## config.mk

```make
export PLATFORM = sky130hd
export DESIGN_NAME = vecmac_seq_ctrl_flat
export DESIGN_NICKNAME = d
export VERILOG_FILES = /design/src/rtl/vecmac_pkg.sv /design/src/rtl/vecmac_seq_ctrl_if.sv /design/src/rtl/vecmac_acc.sv /design/src/rtl/vecmac_seq_ctrl.sv /design/src/flat_wrapper.sv
export SDC_FILE = /design/constraint.sdc
export NUM_CORES = 1
export LEC_CHECK = 0
export CAP_MARGIN = 20
export CORE_MARGIN = 1.5
export CORE_UTILIZATION = 44
export CTS_CLUSTER_DIAMETER = 30
export DETAILED_ROUTE_END_ITERATION = 12
export PLACE_DENSITY = 0.73
export SLEW_MARGIN = 5
export SYNTH_ARGS = -nofsm -noshare
export SYNTH_HDL_FRONTEND = slang
export SYNTH_SLANG_ARGS = --single-unit
```

## constraint.sdc

```tcl
create_clock -name clk -period 5.2 [get_ports clk]
set_input_delay 0.52 -clock clk [delete_from_list [all_inputs] [get_ports clk]]
set_output_delay 0.52 -clock clk [all_outputs]
set_load 0.01 [all_outputs]
```

## src/rtl/vecmac_pkg.sv

```systemverilog
// Shared constants and FSM state type for the vector MAC sequencer family.
package vecmac_pkg;
    localparam int MAC_LANES = 4;
    localparam int LANE_W    = 8;
    localparam int MAC_SUM_W = 18;
    localparam int CHUNK_W   = MAC_LANES * LANE_W;
    localparam int DEF_LEN_W = 16;
    localparam int DEF_ACC_W = 40;

    typedef enum logic [1:0] {
        ST_IDLE,
        ST_ISSUE,
        ST_DRAIN,
        ST_DONE
    } vecmac_state_e;
endpackage

```

## src/rtl/vecmac_seq_ctrl_if.sv

```systemverilog
// Command, operand stream, MAC and result signals of vecmac_seq_ctrl.
interface vecmac_seq_ctrl_if
    import vecmac_pkg::*;
#(
    parameter int LEN_W = DEF_LEN_W,
    parameter int ACC_W = DEF_ACC_W
) ();
    logic                 start;
    logic [LEN_W-1:0]     len_chunks;
    logic                 busy;
    logic                 op_valid;
    logic                 op_ready;
    logic [CHUNK_W-1:0]   op_a;
    logic [CHUNK_W-1:0]   op_b;
    logic                 mac_in_valid;
    logic [CHUNK_W-1:0]   mac_in_a;
    logic [CHUNK_W-1:0]   mac_in_b;
    logic                 mac_out_valid;
    logic [MAC_SUM_W-1:0] mac_out_sum;
    logic                 res_valid;
    logic                 res_ready;
    logic [ACC_W-1:0]     res_data;
    logic                 res_ovf;

    modport master (
        input  start, len_chunks, op_valid, op_a, op_b,
               mac_out_valid, mac_out_sum, res_ready,
        output busy, op_ready, mac_in_valid, mac_in_a, mac_in_b,
               res_valid, res_data, res_ovf
    );

    modport slave (
        output start, len_chunks, op_valid, op_a, op_b,
               mac_out_valid, mac_out_sum, res_ready,
        input  busy, op_ready, mac_in_valid, mac_in_a, mac_in_b,
               res_valid, res_data, res_ovf
    );
endinterface

```

## src/rtl/vecmac_acc.sv

```systemverilog
// Wrapping accumulator with synchronous clear and a sticky carry-out flag.
module vecmac_acc
    import vecmac_pkg::*;
#(
    parameter int ACC_W = DEF_ACC_W,
    parameter int ADD_W = MAC_SUM_W
) (
    input  logic             clk,
    input  logic             rst_n,
    input  logic             clr,
    input  logic             add_en,
    input  logic [ADD_W-1:0] add_val,
    output logic [ACC_W-1:0] acc,
    output logic             ovf
);
    localparam int SUM_W = ACC_W + 1;

    logic [ACC_W-1:0] acc_q, acc_d;
    logic             ovf_q, ovf_d;
    logic [SUM_W-1:0] sum;

    always_comb begin
        sum   = {1'b0, acc_q} + SUM_W'(add_val);
        acc_d = acc_q;
        ovf_d = ovf_q;
        if (clr) begin
            acc_d = '0;
            ovf_d = 1'b0;
        end else if (add_en) begin
            acc_d = sum[ACC_W-1:0];
            ovf_d = ovf_q | sum[ACC_W];
        end
    end

    always_ff @(posedge clk or negedge rst_n) begin
        if (!rst_n) begin
            acc_q <= '0;
            ovf_q <= 1'b0;
        end else begin
            acc_q <= acc_d;
            ovf_q <= ovf_d;
        end
    end

    assign acc = acc_q;
    assign ovf = ovf_q;
endmodule

```

## src/rtl/vecmac_seq_ctrl.sv

```systemverilog
// Streams operand chunks into a 4-lane dot-product MAC and accumulates its returns.
// state    | meaning
// ST_IDLE  | waiting for start
// ST_ISSUE | accepting operand chunks, one MAC issue per accepted chunk
// ST_DRAIN | all chunks issued, waiting for the remaining MAC returns
// ST_DONE  | result presented until res_ready
module vecmac_seq_ctrl
    import vecmac_pkg::*;
#(
    parameter int LEN_W = DEF_LEN_W,
    parameter int ACC_W = DEF_ACC_W
) (
    input  logic               clk,
    input  logic               rst_n,
    vecmac_seq_ctrl_if.master  bus
);
    vecmac_state_e      state_q, state_d;
    logic [LEN_W-1:0]   len_q, len_d;
    logic [LEN_W-1:0]   issue_cnt_q, issue_cnt_d;
    logic [LEN_W-1:0]   ret_cnt_q, ret_cnt_d;
    logic               mac_in_valid_q, mac_in_valid_d;
    logic [CHUNK_W-1:0] mac_in_a_q, mac_in_a_d;
    logic [CHUNK_W-1:0] mac_in_b_q, mac_in_b_d;
    logic               acc_clr;
    logic               ret_event;
    logic [ACC_W-1:0]   acc;
    logic               acc_ovf;

    // Returns only count while a command is in flight; strays in IDLE/DONE are dropped.
    assign ret_event = bus.mac_out_valid && (state_q == ST_ISSUE || state_q == ST_DRAIN);

    always_comb begin
        state_d        = state_q;
        len_d          = len_q;
        issue_cnt_d    = issue_cnt_q;
        ret_cnt_d      = ret_cnt_q + LEN_W'(ret_event);
        mac_in_valid_d = 1'b0;
        mac_in_a_d     = mac_in_a_q;
        mac_in_b_d     = mac_in_b_q;
        acc_clr        = 1'b0;
        unique case (state_q)
            ST_IDLE: begin
                if (bus.start) begin
                    acc_clr     = 1'b1;
                    issue_cnt_d = '0;
                    ret_cnt_d   = '0;
                    if (bus.len_chunks != '0) begin
                        len_d   = bus.len_chunks;
                        state_d = ST_ISSUE;
                    end else begin
                        state_d = ST_DONE;
                    end
                end
            end
            ST_ISSUE: begin
                if (bus.op_valid) begin
                    mac_in_valid_d = 1'b1;
                    mac_in_a_d     = bus.op_a;
                    mac_in_b_d     = bus.op_b;
                    issue_cnt_d    = issue_cnt_q + LEN_W'(1);
                    if (issue_cnt_q == len_q - LEN_W'(1))
                        state_d = ST_DRAIN;
                end
            end
            ST_DRAIN: begin
                if (ret_event && ret_cnt_q == len_q - LEN_W'(1))
                    state_d = ST_DONE;
            end
            ST_DONE: begin
                if (bus.res_ready)
                    state_d = ST_IDLE;
            end
            default: state_d = ST_IDLE;
        endcase
    end

    always_ff @(posedge clk or negedge rst_n) begin
        if (!rst_n) begin
            state_q        <= ST_IDLE;
            len_q          <= '0;
            issue_cnt_q    <= '0;
            ret_cnt_q      <= '0;
            mac_in_valid_q <= 1'b0;
            mac_in_a_q     <= '0;
            mac_in_b_q     <= '0;
        end else begin
            state_q        <= state_d;
            len_q          <= len_d;
            issue_cnt_q    <= issue_cnt_d;
            ret_cnt_q      <= ret_cnt_d;
            mac_in_valid_q <= mac_in_valid_d;
            mac_in_a_q     <= mac_in_a_d;
            mac_in_b_q     <= mac_in_b_d;
        end
    end

    vecmac_acc #(
        .ACC_W (ACC_W),
        .ADD_W (MAC_SUM_W)
    ) u_acc (
        .clk     (clk),
        .rst_n   (rst_n),
        .clr     (acc_clr),
        .add_en  (ret_event),
        .add_val (bus.mac_out_sum),
        .acc     (acc),
        .ovf     (acc_ovf)
    );

    assign bus.busy         = (state_q != ST_IDLE);
    assign bus.op_ready     = (state_q == ST_ISSUE);
    assign bus.res_valid    = (state_q == ST_DONE);
    assign bus.res_data     = acc;
    assign bus.res_ovf      = acc_ovf;
    assign bus.mac_in_valid = mac_in_valid_q;
    assign bus.mac_in_a     = mac_in_a_q;
    assign bus.mac_in_b     = mac_in_b_q;
endmodule

```

## src/flat_wrapper.sv

```systemverilog
// flat-port wrapper written by rule: the top's interface ports become plain ports
module vecmac_seq_ctrl_flat import vecmac_pkg::*;
#(
    parameter int LEN_W = DEF_LEN_W,
    parameter int ACC_W = DEF_ACC_W
)
  (clk, rst_n, bus_start, bus_len_chunks, bus_op_valid, bus_op_a, bus_op_b, bus_mac_out_valid, bus_mac_out_sum, bus_res_ready, bus_busy, bus_op_ready, bus_mac_in_valid, bus_mac_in_a, bus_mac_in_b, bus_res_valid, bus_res_data, bus_res_ovf);
  vecmac_seq_ctrl_if #(.LEN_W(LEN_W), .ACC_W(ACC_W)) bus_i ();
  input  logic clk;
  input  logic rst_n;
  input wire logic [$bits(bus_i.start)-1:0] bus_start;
  input wire logic [$bits(bus_i.len_chunks)-1:0] bus_len_chunks;
  input wire logic [$bits(bus_i.op_valid)-1:0] bus_op_valid;
  input wire logic [$bits(bus_i.op_a)-1:0] bus_op_a;
  input wire logic [$bits(bus_i.op_b)-1:0] bus_op_b;
  input wire logic [$bits(bus_i.mac_out_valid)-1:0] bus_mac_out_valid;
  input wire logic [$bits(bus_i.mac_out_sum)-1:0] bus_mac_out_sum;
  input wire logic [$bits(bus_i.res_ready)-1:0] bus_res_ready;
  output wire logic [$bits(bus_i.busy)-1:0] bus_busy;
  output wire logic [$bits(bus_i.op_ready)-1:0] bus_op_ready;
  output wire logic [$bits(bus_i.mac_in_valid)-1:0] bus_mac_in_valid;
  output wire logic [$bits(bus_i.mac_in_a)-1:0] bus_mac_in_a;
  output wire logic [$bits(bus_i.mac_in_b)-1:0] bus_mac_in_b;
  output wire logic [$bits(bus_i.res_valid)-1:0] bus_res_valid;
  output wire logic [$bits(bus_i.res_data)-1:0] bus_res_data;
  output wire logic [$bits(bus_i.res_ovf)-1:0] bus_res_ovf;
  assign bus_i.start = bus_start;
  assign bus_i.len_chunks = bus_len_chunks;
  assign bus_i.op_valid = bus_op_valid;
  assign bus_i.op_a = bus_op_a;
  assign bus_i.op_b = bus_op_b;
  assign bus_i.mac_out_valid = bus_mac_out_valid;
  assign bus_i.mac_out_sum = bus_mac_out_sum;
  assign bus_i.res_ready = bus_res_ready;
  assign bus_busy = bus_i.busy;
  assign bus_op_ready = bus_i.op_ready;
  assign bus_mac_in_valid = bus_i.mac_in_valid;
  assign bus_mac_in_a = bus_i.mac_in_a;
  assign bus_mac_in_b = bus_i.mac_in_b;
  assign bus_res_valid = bus_i.res_valid;
  assign bus_res_data = bus_i.res_data;
  assign bus_res_ovf = bus_i.res_ovf;
  vecmac_seq_ctrl #(.LEN_W(LEN_W), .ACC_W(ACC_W)) u_core (.clk(clk), .rst_n(rst_n), .bus(bus_i));
endmodule
```

==> results.py <==
metrics = {
    "run_status": {
        "status": "complete, no violations",
    },
    "timing": {
        "hold_violations": 0,
        "max_slew.worst_pin.slew_ns": 0.979,
        "fin_worst_skew_ns": 0.0103,
        "holdWs_ns": 0.0745,
        "slew_violations": 0,
        "period_needed_ns": 3.58,
        "slew_headroom_pct": 33.7,
        "fmax_mhz": 279,
        "setup_viol": 0,
        "setup_tns_ns": 0,
        "min_period_over_period_pct": 68.8,
        "rsz0062_at_grt": "no",
    },
    "worst_setup_path": {
        "cp.required_ns": 5.54,
        "start_kind": "flip-flop",
        "crit_chain": "inv_1, ha_1, or4b_1, or3b_2, a32oi_1, nand4_1, or4_1, o22a_1, a21oi_2, mux2i_1",
        "worst-path-buf-inv": 1,
        "cp_top_family": "simple AND/OR/NAND/NOR gates",
        "cpMaxStageDelayCell": "or4b_1",
        "max_stage_delay_ns": 0.70,
        "cp_data_arrival_time_ns": 3.92,
        "cp_max_fo": 13,
        "cp-end-kind": "flip-flop",
        "setup.worst_path.class": "flip-flop to flip-flop",
    },
    "grt": {
        "antenna_found_initial": 0,
        "grt_overflow_total": 0,
        "grt_pass1_wl_mm": 37.1,
        "grt_pass1_vias": 7083,
        "track_usage_pct": 23.3,
        "grt_max_degree": 62,
    },
    "cells_and_area": {
        "multi_input_comb_area_sq_um": 4360,
        "drive_gt1_share_pct": 12.1,
        "fillers": 1593,
        "layout.nets": 1176,
        "register_area_sq_um": 3900,
        "antennaDiodeCount": 0,
        "syn_to_final_growth_pct": 34.3,
    },
    "run": {
        "drv_cap": 0,
    },
    "floorplan": {
        "num_rows": 50,
        "ioPinCount": 213,
        "die_y_um": 143,
        "core_area_sq_um": 18900,
        "die-area_sq_um": 20300,
        "initial_core_util_pct": 45.4,
        "dieWidth_um": 143,
    },
    "clocking": {
        "cts_root_buffer": "clkbuf_16",
        "ctsResizeCount": 0,
        "path_clk_slew_ns": 0.07,
        "cts.sinks": 156,
        "clockBufferDepth": 2,
        "cts_tree": "yes",
        "hold_buffers": 0,
        "clock_latency_ns": 0.43,
        "htree_levels": 4,
        "cts_setup_buffers": 0,
        "cts_made_buffers": 17,
    },
    "worst_hold_path": {
        "hold_class": "primary input to asynchronous set/reset pin",
    },
    "yosys": {
        "synth_top_area_share_pct": 45.6,
        "async_flop_share_pct": 100,
        "yosys.area.top_type": "dfrtp_1",
        "ys_ff_latch": 156,
        "yosysWarnings": 0,
        "seq_area_frac_synth_pct": 45.6,
        "syn_nets": 983,
        "synthCells": 852,
        "synth.avg_cell_area_sq_um": 10.1,
        "netlist_area_sq_um": 8570,
        "synth-main-ff-cell": "dfrtp_1",
        "synth_area_leaders": "dfrtp_1, mux2_2, xnor2_1",
        "synth_edf_count": 0,
        "ys_types": 67,
    },
    "place": {
        "io_buffers": 212,
        "dp_hpwl_mm": 16.7,
        "gp_congestion": 0.928,
    },
    "drt": {
        "ant_nets": 0,
        "viasPerCell": 5.38,
        "wl_per_cell_um": 17.4,
        "drt_iter0_markers": 538,
        "firstDrtPassIters": 6,
        "wirelength_mm": 22.9,
        "vias": 7089,
        "post-route-drc-count": 0,
    },
    "power_and_ir_drop": {
        "max-vdd-ir-drop_v": 0.000306,
        "p_per_area_nw_per_um2": 544,
        "p_total_mw": 6.26,
        "leakage_nw": 4.82,
    },
}
==> metal layers <==
layer,global-route usage (%),vias to the layer above,part of all wire [%]
met5,0,-,0
met3,6.63,29,6.1
met4,5.59,0,1.4
met1,31.2,3417,44
li1,-,3416,-
met2,37.4,227,48
==> synth_stat cells, types with 5 or more instances <==
master,number
nand2_1,56
a2111oi_0,6
mux2_2,76
or3_1,9
o211ai_1,7
xor2_1,37
and3_1,10
nand2b_1,7
ha_1,26
clkbuf_1,39
o21a_1,5
nor4_1,14
nor3b_1,5
nand4_1,14
dfrtp_1,156
and2_1,7
nor2b_1,12
or4_1,9
nor2_1,83
a21o_1,5
inv_1,33
mux2i_1,5
a21oi_1,26
nand3_1,25
xnor2_1,46
o21ai_0,29
a211oi_1,11
nor3_1,26
==> cell type report <==
type                       instances  share of cell area, %
clock buffer                      17                   3.70
timing repair buffer             220                   19.0
inverter                          33                   1.08
tap                              260                   2.83
multi-input combinational        617                   37.9
clock inverter                    15                   1.54
sequential                       156                   33.9
==> path summary, 6_finish.rpt <==
path,cells after the start,slack [ns],from,to
min in group clk,1,0.51,u_core.bus.mac_in_a[18],u_core.bus.mac_in_a[18]
max in group asynchronous,2,4.00,rst_n,u_core.bus.mac_in_b[20]
hold / removal,1,0.07,rst_n,u_core.ret_cnt_q[5]
setup reg to reg,10,1.62,u_core.len_q[0],u_core.state_q[1]
hold reg to reg,1,0.51,u_core.bus.mac_in_a[18],u_core.bus.mac_in_a[18]
setup / recovery,10,1.62,u_core.len_q[0],u_core.state_q[1]
==> worst register-to-register path, cell delays in order (launching register included) <==
cell and delay, ns:
dfrtp_1 0.50, inv_1 0.13, ha_1 0.27, or4b_1 0.70, or3b_2 0.57, a32oi_1 0.22
nand4_1 0.11, or4_1 0.42, o22a_1 0.21, a21oi_2 0.16, mux2i_1 0.21
==> flip-flops by register name, indices dropped and copies added (netlist names) <==
name                     flops
u_core.ret_cnt_q            16
u_core.len_q                16
u_core.issue_cnt_q          16
u_core.bus.mac_in_b         32
u_core.bus.mac_in_valid      1
u_core.u_acc.ovf             1
u_core.bus.mac_in_a         32
u_core.state_q               2
u_core.u_acc.acc            40
==> placed cells by master, fill, tap and decap left out, types with 4 or more instances in the layout <==
cell type	count
nor3b_1	5
o211ai_1	7
or3_1	9
o31ai_1	4
a211oi_1	11
buf_4	4
nand3_1	25
clkdlybuf4s50_1	211
a21o_1	5
mux2_2	76
xnor2_1	46
ha_1	26
or4_1	9
and2_1	6
a21oi_1	26
nor4_1	14
nor2_1	83
o21ai_0	29
inv_1	33
inv_6	5
mux2i_1	5
clkbuf_16	17
and3_1	10
a2111oi_0	5
o21a_1	5
nor2b_1	12
nor3_1	26
xor2_1	37
a31oi_1	4
nand2b_1	7
nand4_1	14
nand2_1	55
dfrtp_1	156
==> power by group <==
group / internal [mW] / switching, mW
Clock: 0.688 / 0.577
Combinational: 1.55 / 1.38
Sequential: 1.64 / 0.426
==> per-stage QoR <==
| stage | util [%] | setup slack (ns) | instance area [sq um] | cells |
|---|---|---|---|---|
| finish | 60.9 | 1.62 | 11500 | 1318 |
| global placement | 57.5 | 1.30 | 10900 | 1282 |
| CTS | 60.8 | 1.65 | 11500 | 1316 |
| global route | 60.9 | 1.47 | 11500 | 1318 |
| detailed placement | 57.7 | 1.26 | 10900 | 1284 |
| floorplan | - | 2.18 | 8570 | 852 |
==> kinds of logic after synthesis <==
kind of cell,after synthesis,synth area share [%]
multiplexers,81,10.6
XOR/XNOR,83,8.48
AND/OR/NAND/NOR,292,17.1
buffers and inverters,79,3.65
adder cells (fa/ha/maj),27,4.03
AO/OA/AOI/OAI,134,10.6
flip-flops,156,45.6
Note: power is estimated with default switching activity, not from simulation.
